$ cat src/rtl/fetch_unit.sv
// Instruction fetch stage.
// Issues sequential word-aligned fetches over a valid/ready channel and accepts
// in-order responses into a small FIFO. Decode sees one registered instruction
// per cycle. A redirect flushes the FIFO and discards responses still in flight.
module fetch_unit #(
   parameter logic [31:0] RESET_PC  = 32'h0000_0000,
   parameter int          BUF_DEPTH = 2
) (
   input  logic        clk,
   input  logic        rst,
   output logic        imem_req_valid,
   input  logic        imem_req_ready,
   output logic [31:0] imem_addr,
   input  logic        imem_resp_valid,
   input  logic [31:0] imem_resp_data,
   input  logic        redirect_valid,
   input  logic [31:0] redirect_pc,
   input  logic        stall,
   output logic [31:0] ins_fetch_out,
   output logic [31:0] pc_out,
   output logic        ins_valid
);

   localparam int             CW      = $clog2(BUF_DEPTH) + 1;
   localparam int             PW      = $clog2(BUF_DEPTH);
   localparam logic [CW-1:0]  DEPTH_C = CW'(BUF_DEPTH);
   localparam logic [31:0]    NOP     = 32'h0000_0013;

   // Architectural state
   logic [31:0]   pc_q, pc_d;
   logic [31:0]   resp_pc_q, resp_pc_d;
   logic [CW-1:0] count_q, count_d;
   logic [CW-1:0] outstanding_q, outstanding_d;
   logic [CW-1:0] discard_q, discard_d;
   logic [PW-1:0] wr_ptr_q, wr_ptr_d;
   logic [PW-1:0] rd_ptr_q, rd_ptr_d;
   logic [31:0]   ins_q, ins_d;
   logic [31:0]   pc_out_q, pc_out_d;
   logic          vld_q, vld_d;

   // Buffer storage: instruction word and its PC
   logic [31:0]   buf_ins_q [BUF_DEPTH];
   logic [31:0]   buf_pc_q  [BUF_DEPTH];

   logic [CW-1:0] credits;
   logic          req_fire;
   logic          resp_drop;
   logic          push;
   logic          pop;
   logic          unused_redirect_lsbs;

   // Low address bits of the redirect target are forced to zero.
   assign unused_redirect_lsbs = ^redirect_pc[1:0];

   // Credits reserve a buffer slot for every request already in flight, so a
   // response can always be pushed.
   assign credits        = DEPTH_C - count_q - outstanding_q;
   assign imem_req_valid = rst & ~redirect_valid & (credits != '0);
   assign imem_addr      = pc_q;
   assign req_fire       = imem_req_valid & imem_req_ready;

   assign resp_drop = imem_resp_valid & (discard_q != '0);
   assign push      = imem_resp_valid & ~redirect_valid & (discard_q == '0);
   assign pop       = ~redirect_valid & ~stall & (count_q != '0);

   assign ins_fetch_out = ins_q;
   assign pc_out        = pc_out_q;
   assign ins_valid     = vld_q;

   // Next-state computation; redirect overrides stall, push and issue.
   always_comb begin
      pc_d          = pc_q;
      resp_pc_d     = resp_pc_q;
      count_d       = count_q;
      discard_d     = discard_q;
      wr_ptr_d      = wr_ptr_q;
      rd_ptr_d      = rd_ptr_q;
      ins_d         = ins_q;
      pc_out_d      = pc_out_q;
      vld_d         = vld_q;
      outstanding_d = outstanding_q + CW'(req_fire) - CW'(imem_resp_valid);

      if (redirect_valid) begin
         pc_d      = {redirect_pc[31:2], 2'b00};
         resp_pc_d = {redirect_pc[31:2], 2'b00};
         count_d   = '0;
         wr_ptr_d  = '0;
         rd_ptr_d  = '0;
         // Everything still in flight is stale; a response arriving now is
         // dropped directly rather than counted.
         discard_d = outstanding_q - CW'(imem_resp_valid);
         ins_d     = NOP;
         vld_d     = 1'b0;
      end else begin
         if (req_fire) begin
            pc_d = pc_q + 32'd4;
         end
         if (resp_drop) begin
            discard_d = discard_q - CW'(1);
         end
         if (push) begin
            resp_pc_d = resp_pc_q + 32'd4;
            wr_ptr_d  = wr_ptr_q + PW'(1);
         end
         // Output register reads the head before this edge's push: no bypass.
         if (pop) begin
            ins_d    = buf_ins_q[rd_ptr_q];
            pc_out_d = buf_pc_q[rd_ptr_q];
            vld_d    = 1'b1;
            rd_ptr_d = rd_ptr_q + PW'(1);
         end else if (!stall) begin
            ins_d = NOP;
            vld_d = 1'b0;
         end
         count_d = count_q + CW'(push) - CW'(pop);
      end
   end

   // State registers with asynchronous active-low reset.
   always_ff @(posedge clk or negedge rst) begin
      if (!rst) begin
         pc_q          <= RESET_PC;
         resp_pc_q     <= RESET_PC;
         count_q       <= '0;
         outstanding_q <= '0;
         discard_q     <= '0;
         wr_ptr_q      <= '0;
         rd_ptr_q      <= '0;
         ins_q         <= NOP;
         pc_out_q      <= 32'h0;
         vld_q         <= 1'b0;
      end else begin
         pc_q          <= pc_d;
         resp_pc_q     <= resp_pc_d;
         count_q       <= count_d;
         outstanding_q <= outstanding_d;
         discard_q     <= discard_d;
         wr_ptr_q      <= wr_ptr_d;
         rd_ptr_q      <= rd_ptr_d;
         ins_q         <= ins_d;
         pc_out_q      <= pc_out_d;
         vld_q         <= vld_d;
      end
   end

   // Buffer write port; storage needs no reset since occupancy gates reads.
   always_ff @(posedge clk) begin
      if (push) begin
         buf_ins_q[wr_ptr_q] <= imem_resp_data;
         buf_pc_q[wr_ptr_q]  <= resp_pc_q;
      end
   end

`ifndef SYNTHESIS
   // A push into a full buffer means the credit accounting is broken.
   always @(posedge clk) begin
      if (rst) begin
         assert (!(push && (count_q == DEPTH_C)))
            else $error("fetch_unit: push into full instruction buffer");
      end
   end
`endif

endmodule

$ cat config.mk
export PLATFORM = sky130hd
export DESIGN_NAME = fetch_unit
export DESIGN_NICKNAME = d
export VERILOG_FILES = /design/src/rtl/fetch_unit.sv
export SDC_FILE = /design/constraint.sdc
export NUM_CORES = 1
export LEC_CHECK = 0
export BUFFER_PORTS_ARGS = -buffer_cell sky130_fd_sc_hd__buf_4
export CORE_UTILIZATION = 45
export DETAILED_ROUTE_END_ITERATION = 8
export PLACE_DENSITY_LB_ADDON = 0.3
export RECOVER_POWER = 50
export SETUP_SLACK_MARGIN = 0.02
export SKIP_LAST_GASP = 1
export SLEW_MARGIN = 0
export SYNTH_ARGS = -nofsm -noshare
export SYNTH_HDL_FRONTEND = slang
export SYNTH_SLANG_ARGS = --single-unit
$ cat constraint.sdc
create_clock -name clk -period 4.2 [get_ports clk]
set_clock_uncertainty 0.2 [all_clocks]
set_input_delay 0 -clock clk [delete_from_list [all_inputs] [get_ports clk]]
set_output_delay 0 -clock clk [all_outputs]
set_load 0.1 [all_outputs]
* Word-level counts from Yosys, hierarchy flattened *
Memory sizes are Yosys's and may differ from the RTL's. A register that Yosys moved wholly into a read port is not among the register bits.
Cells that the tools add are included.

storage, ports and cells
  flip-flop bits (word level) = 105
  latch bits = 0
  memory bits (writable) = 128
  bits in read-only memories = 0
  bits of input ports = 70
  memories kept = 2

memory list
  memory     depth  width  rd ports  clocked after Yosys merged registers in  write ports  RTL line  text
  buf_ins_q  2      32     1         0                                        1            42        logic [31:0] buf_ins_q [BUF_DEPTH];
  buf_pc_q   2      32     1         1                                        1            43        logic [31:0] buf_pc_q [BUF_DEPTH];

cells by class
  $add $sub $neg = 12
  multipliers = 0
  divide/modulo/power cells = 0
  magnitude comparators = 0
  eq/ne operators = 1
  shift operators = 0
  multiplexer cells = 19
  bitwise logic cells = 10
  reduce and logical (&&, ||, !) cells = 10

operators by type and width
  kind                                                   number
  2-to-1 mux 32 bit                                      7
  adder 32 x 3 -> 32 bit, second input constant          2
  nonzero test 2 bit                                     7
  2-to-1 mux 1 bit                                       9
  bitwise AND 1 bit                                      8
  2-to-1 mux 2 bit                                       3
  subtractor 2 x 1 -> 2 bit                              3
  adder 2 x 1 -> 2 bit                                   2
  inequality test 3 x 2 -> 1 bit, second input constant  1
  adder 1 bit, second input constant                     2
  zero test 2 bit                                        1
  inverter 1 bit                                         2
  AND reduction 2 bit                                    1
  subtractor 2 x 1 -> 2 bit, second input constant       1
  subtractor 2 bit                                       1
  subtractor 2 bit, first input constant                 1
  zero test 1 bit                                        1

* Longest topological paths before layout *
Gate-level depths: netlist of run 1.

  depth in word-level cells = 7
  gate-level depth with buffers = 10
  depth with buffers taken out = 9

* Worst setup path after synthesis of run 1 *
OpenSTA, ideal clock, no wires.

  path type = register to register
  from = register discard_q[0]
  to = memory buf_ins_q[0][0] (enable)
  library setup time = 0.482 ns
  data arrival time = 3.383 ns
  path slack = 0.135 ns
  cell stages (with the launch flop) = 5
  period minus slack after synthesis = 4.065 ns
  cell sequence = dfrtp_1 inv_1 ha_1 nand3_1 nor2_1

between the ends
  word-level cells in the longest chain between the ends = 4

ends and longest elaborated chain
  element                                 RTL line  text
  start, declared                         34        logic [CW-1:0] discard_q, discard_d;
  start signal, assigned                  137       discard_q <= discard_d;
  zero test 2 bit                         63        assign push = imem_resp_valid & ~redirect_valid & (discard_q == '0);
  bitwise AND 1 bit                       63
  2-to-1 mux 1 bit                        148       if (push) begin
  2-to-1 mux 1 bit (not written as such)  149       buf_ins_q[wr_ptr_q] <= imem_resp_data;
  end, declared                           42

Every way passes these cells.

* Worst setup path in the final report of run 1 *
  from = input redirect_valid
  to = register ins_q[8], in the netlist ins_fetch_out[8]

between the ends
  word-level cells in the longest chain between the ends = 5
  elaborated cells on any way between the ends = 6
  those cells by class = eq/ne: 1; mux: 2; bitwise: 3

ends and longest elaborated chain
  element                         RTL line  text
  start, declared                 16        input logic redirect_valid,
  inverter 1 bit (no line)        -
  bitwise AND 1 bit (2 in a row)  64        assign pop = ~redirect_valid & ~stall & (count_q != '0);
  2-to-1 mux 32 bit               106       if (pop) begin
  2-to-1 mux 32 bit               83        if (redirect_valid) begin
  end signal, assigned            140       ins_q <= ins_d;
  end, declared                   37        logic [31:0] ins_q, ins_d;

Parallel ways exist; a longest one is shown, timed or not.
A chain may end at the register's enable or synchronous reset.

==> results of run 1 <==
worst register-to-register path: cells and delay by family (launching register included):
family / cells / cell delay (ns)
fa+ha+maj: 1 / 0.28
flops: 1 / 0.39
mux: 1 / 0.26
buf+inv: 2 / 0.61
simple gates: 3 / 0.98
xor+xnor: 1 / 0.10
area by class of cell:
class / count / share of cell area, %
Clock buffer: 32 / 5.44
Inverter: 18 / 0.500
Clock inverter: 16 / 1.20
Timing Repair Buffer: 265 / 13.6
Multi-Input combinational cell: 523 / 24.5
Sequential cell: 255 / 51.9
Tap cell: 313 / 2.90
layer usage:
layer,up-vias,global-route usage [%]
met5,-,0
met4,0,6.18
met3,38,3.62
met2,249,32.9
met1,3610,28.8
li1,3550,-
synthesized netlist by cell type (4+ instances only):
| cell | count |
|---|---|
| dfrtp_1 | 128 |
| edfxtp_1 | 124 |
| nand2_1 | 117 |
| o21ai_0 | 108 |
| mux2i_1 | 63 |
| nand3_1 | 29 |
| clkbuf_1 | 23 |
| nor2_1 | 23 |
| nand4_1 | 19 |
| xor2_1 | 18 |
| inv_1 | 17 |
| xnor2_1 | 17 |
| and3_1 | 13 |
| a21oi_1 | 11 |
| nor3_1 | 10 |
| ha_1 | 9 |
| o311ai_0 | 9 |
| o211ai_1 | 8 |
| a31oi_1 | 7 |
| and4_1 | 7 |
| buf_4 | 7 |
| buf_1 | 6 |
| buf_2 | 6 |
| and2_1 | 4 |
| nor4_1 | 4 |
sequential cells by signal, indices dropped and copies added (netlist names):
name / flops
wr_ptr_q: 1
ins_valid: 1
buf_pc_q: 60
resp_pc_q: 30
imem_addr: 30
pc_out: 30
count_q: 2
rd_ptr_q: 1
buf_ins_q: 64
discard_q: 2
outstanding_q: 2
ins_fetch_out: 32
metrics by stage:
stage	setup slack (ns)	std cells	power, uW	cell area, sq um	utilization [%]
finish	0.946	1422	8050	13500	59.3
global route	0.570	1422	8370	13500	59.3
CTS	1.27	1422	8290	13900	61.1
detailed placement	1.32	1280	5830	12100	53.0
global placement	1.36	1280	5790	12100	53.0
floorplan	0.135	838	5190	10500	-
cells by family after synthesis:
group | Yosys count | synth area share [%]
and+or+nand+nor | 248 | 11.6
buffers and inverters | 60 | 2.46
AOI/OAI and AO/OA | 159 | 8.73
muxes | 67 | 6.42
adders and majority gates | 9 | 1.07
other | 1 | 0.0356
xor gates and xnor gates | 36 | 3.14
DFF | 255 | 66.5
final timing paths:
| path | from | to | slack (ns) |
|---|---|---|---|
| min in group asynchronous | rst | pc_out[18]$_DFFE_PN0P_ | 0.83 |
| hold / removal | imem_resp_data[15] | buf_ins_q[0][15]$_DFFE_PP_ | 0.04 |
| setup reg to reg | discard_q[0]$_DFFE_PN0P_ | resp_pc_q[30]$_DFFE_PN0N_ | 1.28 |
| max in group asynchronous | rst | rd_ptr_q$_DFFE_PN0P_ | 1.49 |
| setup / recovery | redirect_valid | ins_fetch_out[8]$_DFFE_PN0P_ | 0.95 |
| hold reg to reg | ins_valid$_DFFE_PN0P_ | ins_valid$_DFFE_PN0P_ | 0.28 |
power by group:
group	switching, uW	internal (uW)	total, uW
Clock	950	1430	2380
Combinational	1970	464	2430
Sequential	282	2960	3250
Total	3200	4850	8050
repair_timing:
action,4_1_cts,5_1_grt
endpoints found under the hold margin,224,0
hold buffers,94,0
buffers inserted,0,0
==> results.sh, run 1 <==
export IMPL_drcViolationCount=0
export IMPL_antenna_found_initial=0
export IMPL_syn_area_per_cell_sq_um=12.6
export IMPL_hold_path_depth=2
export IMPL_slowest_stage="clkbuf_2"
export IMPL_fmax_mhz=307
export IMPL_path_cells="dlygate4sd3_1, buf_4, clkbuf_2, nor2_1, o21ai_4, clkbuf_2, o21ai_0"
export IMPL_synth_edf_count=124
export IMPL_yosys_warnings=0
export IMPL_fillerInstances=1886
export IMPL_period_share_pct=77.5
export IMPL_cts_made_buffers=26
export IMPL_register_area_sq_mm=0.00701
export IMPL_path_depth=7
export IMPL_grt_pass1_wl_mm=38.9
export IMPL_firstDrtPassIters=4
export IMPL_met1Wirelength_mm=11.1
export IMPL_cts_tree="built"
export IMPL_ios=168
export IMPL_p_leak_uw=0.00518
export IMPL_die_area_sq_mm=0.0240
export IMPL_hold_violations=0
export IMPL_synth_seq_area_share_pct=66.5
export IMPL_cts_resized=0
export IMPL_wl_met2_mm=11.2
export IMPL_via_per_inst=5.24
export IMPL_dr_total_vias=7447
export IMPL_ir_worst_vdd_mv=0.343
export IMPL_hpwl_mm=14.8
export IMPL_yosysUniqueCellTypes=58
export IMPL_whs_ns=0.0379
export IMPL_synth_cell_area_sq_mm=0.0105
export IMPL_drive_gt1_share_pct=12.6
export IMPL_required_ns=4.31
export IMPL_worst_path_buf_inv=4
export IMPL_crit_fanout=92
export IMPL_finalSetupViolCount=0
export IMPL_ant_nets=0
export IMPL_design_core_area_sq_mm=0.0228
export IMPL_cap_violations=1
export IMPL_placementRows=55
export IMPL_route_met3_wl_mm=1.48
export IMPL_cp_slowest_stage_delay_ns=1.15
export IMPL_hold_path_class="in -> reg"
export IMPL_die_y_um=155
export IMPL_critPathMostFrequentCell="clkbuf_2"
export IMPL_cts_buffer_depth=3
export IMPL_root_buffer="clkbuf_16"
export IMPL_cp_end_kind="flop"
export IMPL_relSlewSlack_pct=-6.27
export IMPL_final_common_cell="dfrtp_1"
export IMPL_nets=1168
export IMPL_clock_sinks=255
export IMPL_async_reset_ff_share_pct=51.4
export IMPL_most_common_layout_cells="dfrtp_1 (127), edfxtp_1 (124), nand2_1 (117)"
export IMPL_totalWireLength_mm=24.2
export IMPL_synth_top_cell_area_share_pct=35.4
export IMPL_worstMarginPinSlew_ns=1.59
export IMPL_grt_usage_pct=20.6
export IMPL_syn_inst=835
export IMPL_fin_setup_tns_ns=0
export IMPL_synth_area_leaders="edfxtp_1 (35%), dfrtp_1 (30%), mux2i_1 (6.0%)"
export IMPL_yosysTopAreaCell="edfxtp_1"
export IMPL_crit_family="buffers and inverters"
export IMPL_r2r_cells=8
export IMPL_multiInputGateArea_sq_mm=0.00331
export IMPL_drt_iter0_drc=532
export IMPL_synth_main_ff_cell="dfrtp_1"
export IMPL_diodes=0
export IMPL_cts_reportedPaths_clkPinSlew_ns=0.06
export IMPL_violations="max-capacitance violations, max-slew violations"
export IMPL_worstPathArrival_ns=3.37
export IMPL_overflow=0
export IMPL_clk_latency_ns=0.52
export IMPL_grt_max_degree=93
export IMPL_port_buffers=161
export IMPL_worstSetupPathType="in -> reg"
export IMPL_grt_pass1_vias=7461
export IMPL_post_drt_wl_per_cell_um=17.0
export IMPL_synth_seq_cells=255
export IMPL_gp_congestion=0.874
export IMPL_start_util_pct=46.2
export IMPL_outcome="complete, but fails checks"
export IMPL_p_per_area_mw_per_mm2=596
export IMPL_die_w_um=155
export IMPL_start_kind="input pin"
export IMPL_rsz0062_at_grt="false"
export IMPL_htreeDepth=1
export IMPL_topRoutingLayerUsed="met4"
export IMPL_syn2layout_area_growth_pct=28.3
export IMPL_period_needed_ns=3.25
export IMPL_drv_slew=93
(Power assumes the default switching activity.)
==> run 2: changes to the inputs <==
clock period = 3.25 ns   (was 4.2 ns; I/O delays follow)
==> run 2 against run 1 <==
Clock power up 29%. Non-clock buffer count is 9 lower. Cell area decreased by 0.54%. Clock-buffer cell count increased by 2. Routed wire length about the same. The flow now finishes without violations. Critical path depth rose by 1. Global-route usage rose by 0.062 points. Via count decreased by 0.42%. Utilization down 0.32 points. Register-to-register slack got worse by 0.76 ns. Critical path type is now reg -> reg. Combinational power up 31%.
==> results.sh, run 2 (synthesis gave the netlist of run 1 again) <==
export IMPL_path_cells="inv_1, ha_1, xor3_1, o2111a_2, buf_4, nor2_2, o21ai_0, o311ai_0"
export IMPL_finalSetupViolCount=0
export IMPL_port_buffers=161
export IMPL_postLayoutCoreUtil_pct=59.0
export IMPL_outcome="complete, no violations"
export IMPL_cp_slowest_stage_delay_ns=0.50
export IMPL_cp_end_kind="flop"
export IMPL_p_leak_uw=0.00514
export IMPL_ant_nets=0
export IMPL_relSlewSlack_pct=13.9
export IMPL_period_share_pct=84.0
export IMPL_placementRows=55
export IMPL_cts_buffer_depth=3
export IMPL_period_needed_ns=2.73
export IMPL_crit_fanout=16
export IMPL_ios=168
export IMPL_crit_family="compound AO/OA/AOI/OAI gates"
export IMPL_timing_final_ws_setup_ns=0.521
export IMPL_totalWireLength_mm=24.2
export IMPL_rsz0062_at_grt="false"
export IMPL_final_common_cell="dfrtp_1"
export IMPL_firstDrtPassIters=5
export IMPL_via_per_inst=5.25
export IMPL_cts_tree="built"
export IMPL_drcViolationCount=0
export IMPL_drv_slew=0
export IMPL_grt_usage_pct=20.6
export IMPL_post_drt_wl_per_cell_um=17.1
export IMPL_slowest_stage="nor2_2"
export IMPL_fmax_mhz=366
export IMPL_grt_pass1_vias=7547
export IMPL_worstPathArrival_ns=2.91
export IMPL_p_per_area_mw_per_mm2=776
export IMPL_grt_pass1_wl_mm=39.1
export IMPL_ir_worst_vdd_mv=0.500
export IMPL_clk_latency_ns=0.52
export IMPL_syn2layout_area_growth_pct=27.6
export IMPL_hpwl_mm=15.1
export IMPL_fin_setup_tns_ns=0
export IMPL_diodes=0
export IMPL_cap_violations=0
export IMPL_gp_congestion=0.873
export IMPL_design_core_area_sq_mm=0.0228
export IMPL_worst_path_buf_inv=2
export IMPL_fillerInstances=1854
export IMPL_htreeDepth=1
export IMPL_required_ns=3.43
export IMPL_hold_path_class="in -> reg"
export IMPL_cts_reportedPaths_clkPinSlew_ns=0.06
export IMPL_start_kind="flop"
export IMPL_drive_gt1_share_pct=12.5
export IMPL_regMostFlops="buf_ins_q"
export IMPL_dp_slack_ns=0.549
export IMPL_overflow=0
export IMPL_clock_sinks=255
export IMPL_antenna_found_initial=1
export IMPL_root_buffer="clkbuf_16"
export IMPL_dr_total_vias=7416
export IMPL_cts_made_buffers=26
export IMPL_worstMarginPinSlew_ns=1.30
export IMPL_most_common_layout_cells="dfrtp_1 (127), edfxtp_1 (124), nand2_1 (117)"
export IMPL_grt_max_degree=63
export IMPL_die_area_sq_mm=0.0240
export IMPL_start_util_pct=46.2
export IMPL_post_cts_setup_buffers=0
export IMPL_largest_reg_flops=64
export IMPL_hold_violations=0
export IMPL_die_w_um=155
export IMPL_p_total_uw=10400
export IMPL_drt_iter0_drc=391
export IMPL_nets=1159
export IMPL_worstSetupPathType="reg -> reg"
export IMPL_die_y_um=155
## run 2: changes by cell type in the layout (fill, tap and decap cells not counted), moves of 3 or more
cell,previous run,this run
buf_12,0,3
buf_4,43,46
clkbuf_1,102,106
clkbuf_4,26,23
clkinv_1,1,5
clkinv_2,9,4
dlygate4sd3_1,93,79
## run 2: area by class of cell
class	instances	area, sq um	area share (%)
Clock buffer	34	753	5.61
Timing Repair Buffer	256	1770	13.1
Inverter	18	67.6	0.503
Sequential cell	255	7010	52.2
Multi-Input combinational cell	523	3310	24.6
Clock inverter	14	144	1.07
Tap cell	313	392	2.91
## run 2: worst paths after layout
kind / startpoint / to / slack, ns / depth (start not counted)
worst max-delay path: count_q[0]$_DFF_PN0_ / imem_addr[19]$_DFFE_PN0P_ / 0.52 / 8
worst min-delay path: imem_resp_data[24] / buf_ins_q[1][24]$_DFFE_PP_ / 0.04 / 2
worst max register to register: count_q[0]$_DFF_PN0_ / imem_addr[19]$_DFFE_PN0P_ / 0.52 / 8
worst min register to register: ins_fetch_out[14]$_DFFE_PN0P_ / ins_fetch_out[14]$_DFFE_PN0P_ / 0.27 / 2
max in group asynchronous: rst / count_q[1]$_DFF_PN0_ / 0.96 / 4
min in group asynchronous: rst / ins_fetch_out[22]$_DFFE_PN0P_ / 1.03 / 4
## run 2: worst reg2reg max path, stage by stage (launching register included)
cell      delay [ns]
dfrtp_1         0.41
inv_1           0.06
ha_1            0.21
xor3_1          0.36
o2111a_2        0.27
buf_4           0.20
nor2_2          0.51
o21ai_0         0.19
o311ai_0        0.16
## run 2: report_power, final
group          switching [uW]  internal, uW  leakage (uW)  total [uW]
Sequential                354          3830       0.00278        4180
Clock                    1200          1860      0.000436        3070
Combinational            2570           607       0.00192        3180
## run 2: stage by stage
stage	hold WS (ns)	cell area [sq um]	cells
5_1_grt	0.0318	13400	1413
4_1_cts	0.0000211	13900	1413
2_1_floorplan	-0.496	10500	838
3_5_place_dp	-0.230	12100	1285
6_report	0.0370	13400	1413
3_3_place_gp	-0.233	12100	1285
## run 2: layer usage
layer / global-route usage, % / vias to the layer above / wire length (um)
met5: 0 / - / 14
met4: 5.70 / 2 / 411
met3: 3.04 / 36 / 1600
met2: 33.3 / 267 / 11400
met1: 29.2 / 3574 / 10800
li1: - / 3537 / -
## run 2: what timing repair did
action                                  CTS  global route
endpoints found under the setup margin    0             0
hold buffers                             80             0
endpoints found under the hold margin   294             0
gates resized for setup                   0             0
==> run 3: changes to the inputs <==
clock period = 2.5 ns   (was 3.25 ns; I/O delays follow)
==> run 3 against run 2 <==
Hold slack got worse by 0.0045 ns. Fmax rose by 17%. Sequential share of layout area fell by 0.61 points. Flip-flop and latch count did not move. Cell area rose by 1.6%. Die area did not move. Critical path depth did not move. Largest cell class unchanged. Highest routed layer is now met4.
==> results.sh, run 3 (synthesis gave the netlist of run 1 again) <==
export IMPL_p_int_uw=8110
export IMPL_path_cells="inv_1, ha_1, xor3_1, o2111a_2, buf_4, nand2_1, nor3_1, mux2_2"
export IMPL_die_y_um=155
export IMPL_worstPathArrival_ns=2.55
export IMPL_via_per_inst=5.28
export IMPL_htreeDepth=1
export IMPL_nets=1178
export IMPL_port_buffers=161
export IMPL_post_cts_setup_buffers=0
export IMPL_rrSetupSlack_ns=0.16
export IMPL_period_needed_ns=2.34
export IMPL_grt_pass1_vias=7592
export IMPL_p_total_uw=13500
export IMPL_final_common_cell="edfxtp_1"
export IMPL_finalSetupViolCount=0
export IMPL_cts_reportedPaths_clkPinSlew_ns=0.07
export IMPL_grt_max_degree=93
export IMPL_crit_fanout=13
export IMPL_largest_reg_flops=64
export IMPL_cts_made_buffers=26
export IMPL_overflow=0
export IMPL_p_comb_share_pct=31.0
export IMPL_p_leak_uw=0.00521
export IMPL_outcome="complete, no violations"
export IMPL_post_drt_wl_per_cell_um=16.9
export IMPL_syn2layout_area_growth_pct=29.7
export IMPL_drcViolationCount=0
export IMPL_ant_nets=0
export IMPL_clock_sinks=255
export IMPL_postLayoutCoreUtil_pct=60.0
export IMPL_hold_violations=0
export IMPL_hold_path_class="in -> reg"
export IMPL_worstMarginPinSlew_ns=1.27
export IMPL_cp_end_kind="flop"
export IMPL_gp_congestion=0.911
export IMPL_worstSetupPathType="reg -> reg"
export IMPL_die_area_sq_mm=0.0240
export IMPL_pwr_share_seq_pct=40.5
export IMPL_drive_gt1_share_pct=15.3
export IMPL_switching_power_uw=5350
export IMPL_firstDrtPassIters=4
export IMPL_dr_total_vias=7563
export IMPL_design_core_area_sq_mm=0.0228
export IMPL_clockPowerShare_pct=28.6
export IMPL_start_util_pct=46.2
export IMPL_slowest_stage="mux2_2"
export IMPL_drt_iter0_drc=448
export IMPL_rsz0062_at_grt="false"
export IMPL_ios=168
export IMPL_regMostFlops="buf_ins_q"
export IMPL_placementRows=55
export IMPL_start_kind="flop"
export IMPL_hpwl_mm=15.9
export IMPL_cts_tree="built"
export IMPL_cap_violations=0
export IMPL_grt_pass1_wl_mm=38.9
export IMPL_drv_slew=0
export IMPL_antenna_found_initial=0
export IMPL_root_buffer="clkbuf_16"
export IMPL_diodes=0
export IMPL_relSlewSlack_pct=15.4
export IMPL_switching_share_pct=39.7
export IMPL_cp_slowest_stage_delay_ns=0.36
export IMPL_period_share_pct=93.7
export IMPL_required_ns=2.71
export IMPL_die_w_um=155
export IMPL_grt_usage_pct=20.4
export IMPL_fillerInstances=1939
export IMPL_p_per_area_mw_per_mm2=985
export IMPL_ir_worst_vdd_mv=0.560
export IMPL_fmax_mhz=427
export IMPL_totalWireLength_mm=24.2
export IMPL_cts_buffer_depth=3
export IMPL_clk_latency_ns=0.53
export IMPL_most_common_layout_cells="edfxtp_1 (124), nand2_1 (117), dfrtp_1 (107)"
run 3: final cells by class:
class / instances / area, sq um / area share (%)
multi-input cells: 523 / 3310 / 24.3
clock buffers: 33 / 698 / 5.11
well taps: 313 / 392 / 2.87
flip-flops and latches: 255 / 7040 / 51.5
clock inverters: 15 / 151 / 1.11
inverters: 18 / 70.1 / 0.513
repair buffers: 275 / 1990 / 14.6
run 3: critical path, delay by kind of cell, from the launching register on:
| kind | cells | cell delay [ns] |
|---|---|---|
| XOR/XNOR | 1 | 0.30 |
| multiplexers | 1 | 0.36 |
| flip-flops | 1 | 0.35 |
| adder cells (fa/ha/maj) | 1 | 0.19 |
| AO/OA/AOI/OAI | 1 | 0.23 |
| buffers and inverters | 2 | 0.27 |
| AND/OR/NAND/NOR | 2 | 0.33 |
run 3: final timing paths:
check                                           startpoint                    endpoint  cells past startpoint
worst max-delay path            outstanding_q[0]$_DFF_PN0_   imem_addr[30]$_DFFE_PN0P_                      8
min in group asynchronous                              rst   imem_addr[29]$_DFFE_PN0P_                      4
max in group asynchronous                              rst      pc_out[25]$_DFFE_PN0P_                      4
worst min-delay path                    imem_resp_data[25]  buf_ins_q[0][25]$_DFFE_PP_                      2
worst min register to register      pc_out[26]$_DFFE_PN0P_      pc_out[26]$_DFFE_PN0P_                      2
worst max register to register  outstanding_q[0]$_DFF_PN0_   imem_addr[30]$_DFFE_PN0P_                      8
run 3: through the flow:
| stage | TNS, ns | std cells | cell area (sq um) | setup WS (ns) | hold WS [ns] |
|---|---|---|---|---|---|
| after global placement | 0 | 1297 | 12300 | 0.211 | -0.291 |
| after CTS | 0 | 1431 | 14000 | 0.112 | 0.00138 |
| after floorplan | -68.65 | 838 | 10600 | -0.554 | -0.496 |
| after detailed placement | 0 | 1297 | 12300 | 0.141 | -0.291 |
| after global routing | 0 | 1432 | 13700 | 0.0293 | 0.0254 |
| final | 0 | 1432 | 13700 | 0.158 | 0.0325 |
run 3: what timing repair did:
item / 4_1_cts / 5_1_grt
endpoints found under the setup margin: 0 / 6
gates resized for setup: 0 / 4
hold buffers: 86 / 1
hold endpoints to repair: 275 / 2
run 3: power by group through the flow:
stage	logic, uW	registers, uW	clock network, uW
after global placement	4280	5510	0
after global routing	4380	5520	4100
after detailed placement	4330	5530	0
after CTS	4460	5450	3930
after floorplan	1050	7680	0
final	4170	5440	3840
run 3: routing by layer:
metal  up-vias  wire, um  GRT usage [%]
met5         -         0              0
met4         0       240           4.38
met3        26      1670           3.51
met2       270     11400           33.9
met1      3698     10900           28.3
li1       3569         -              -
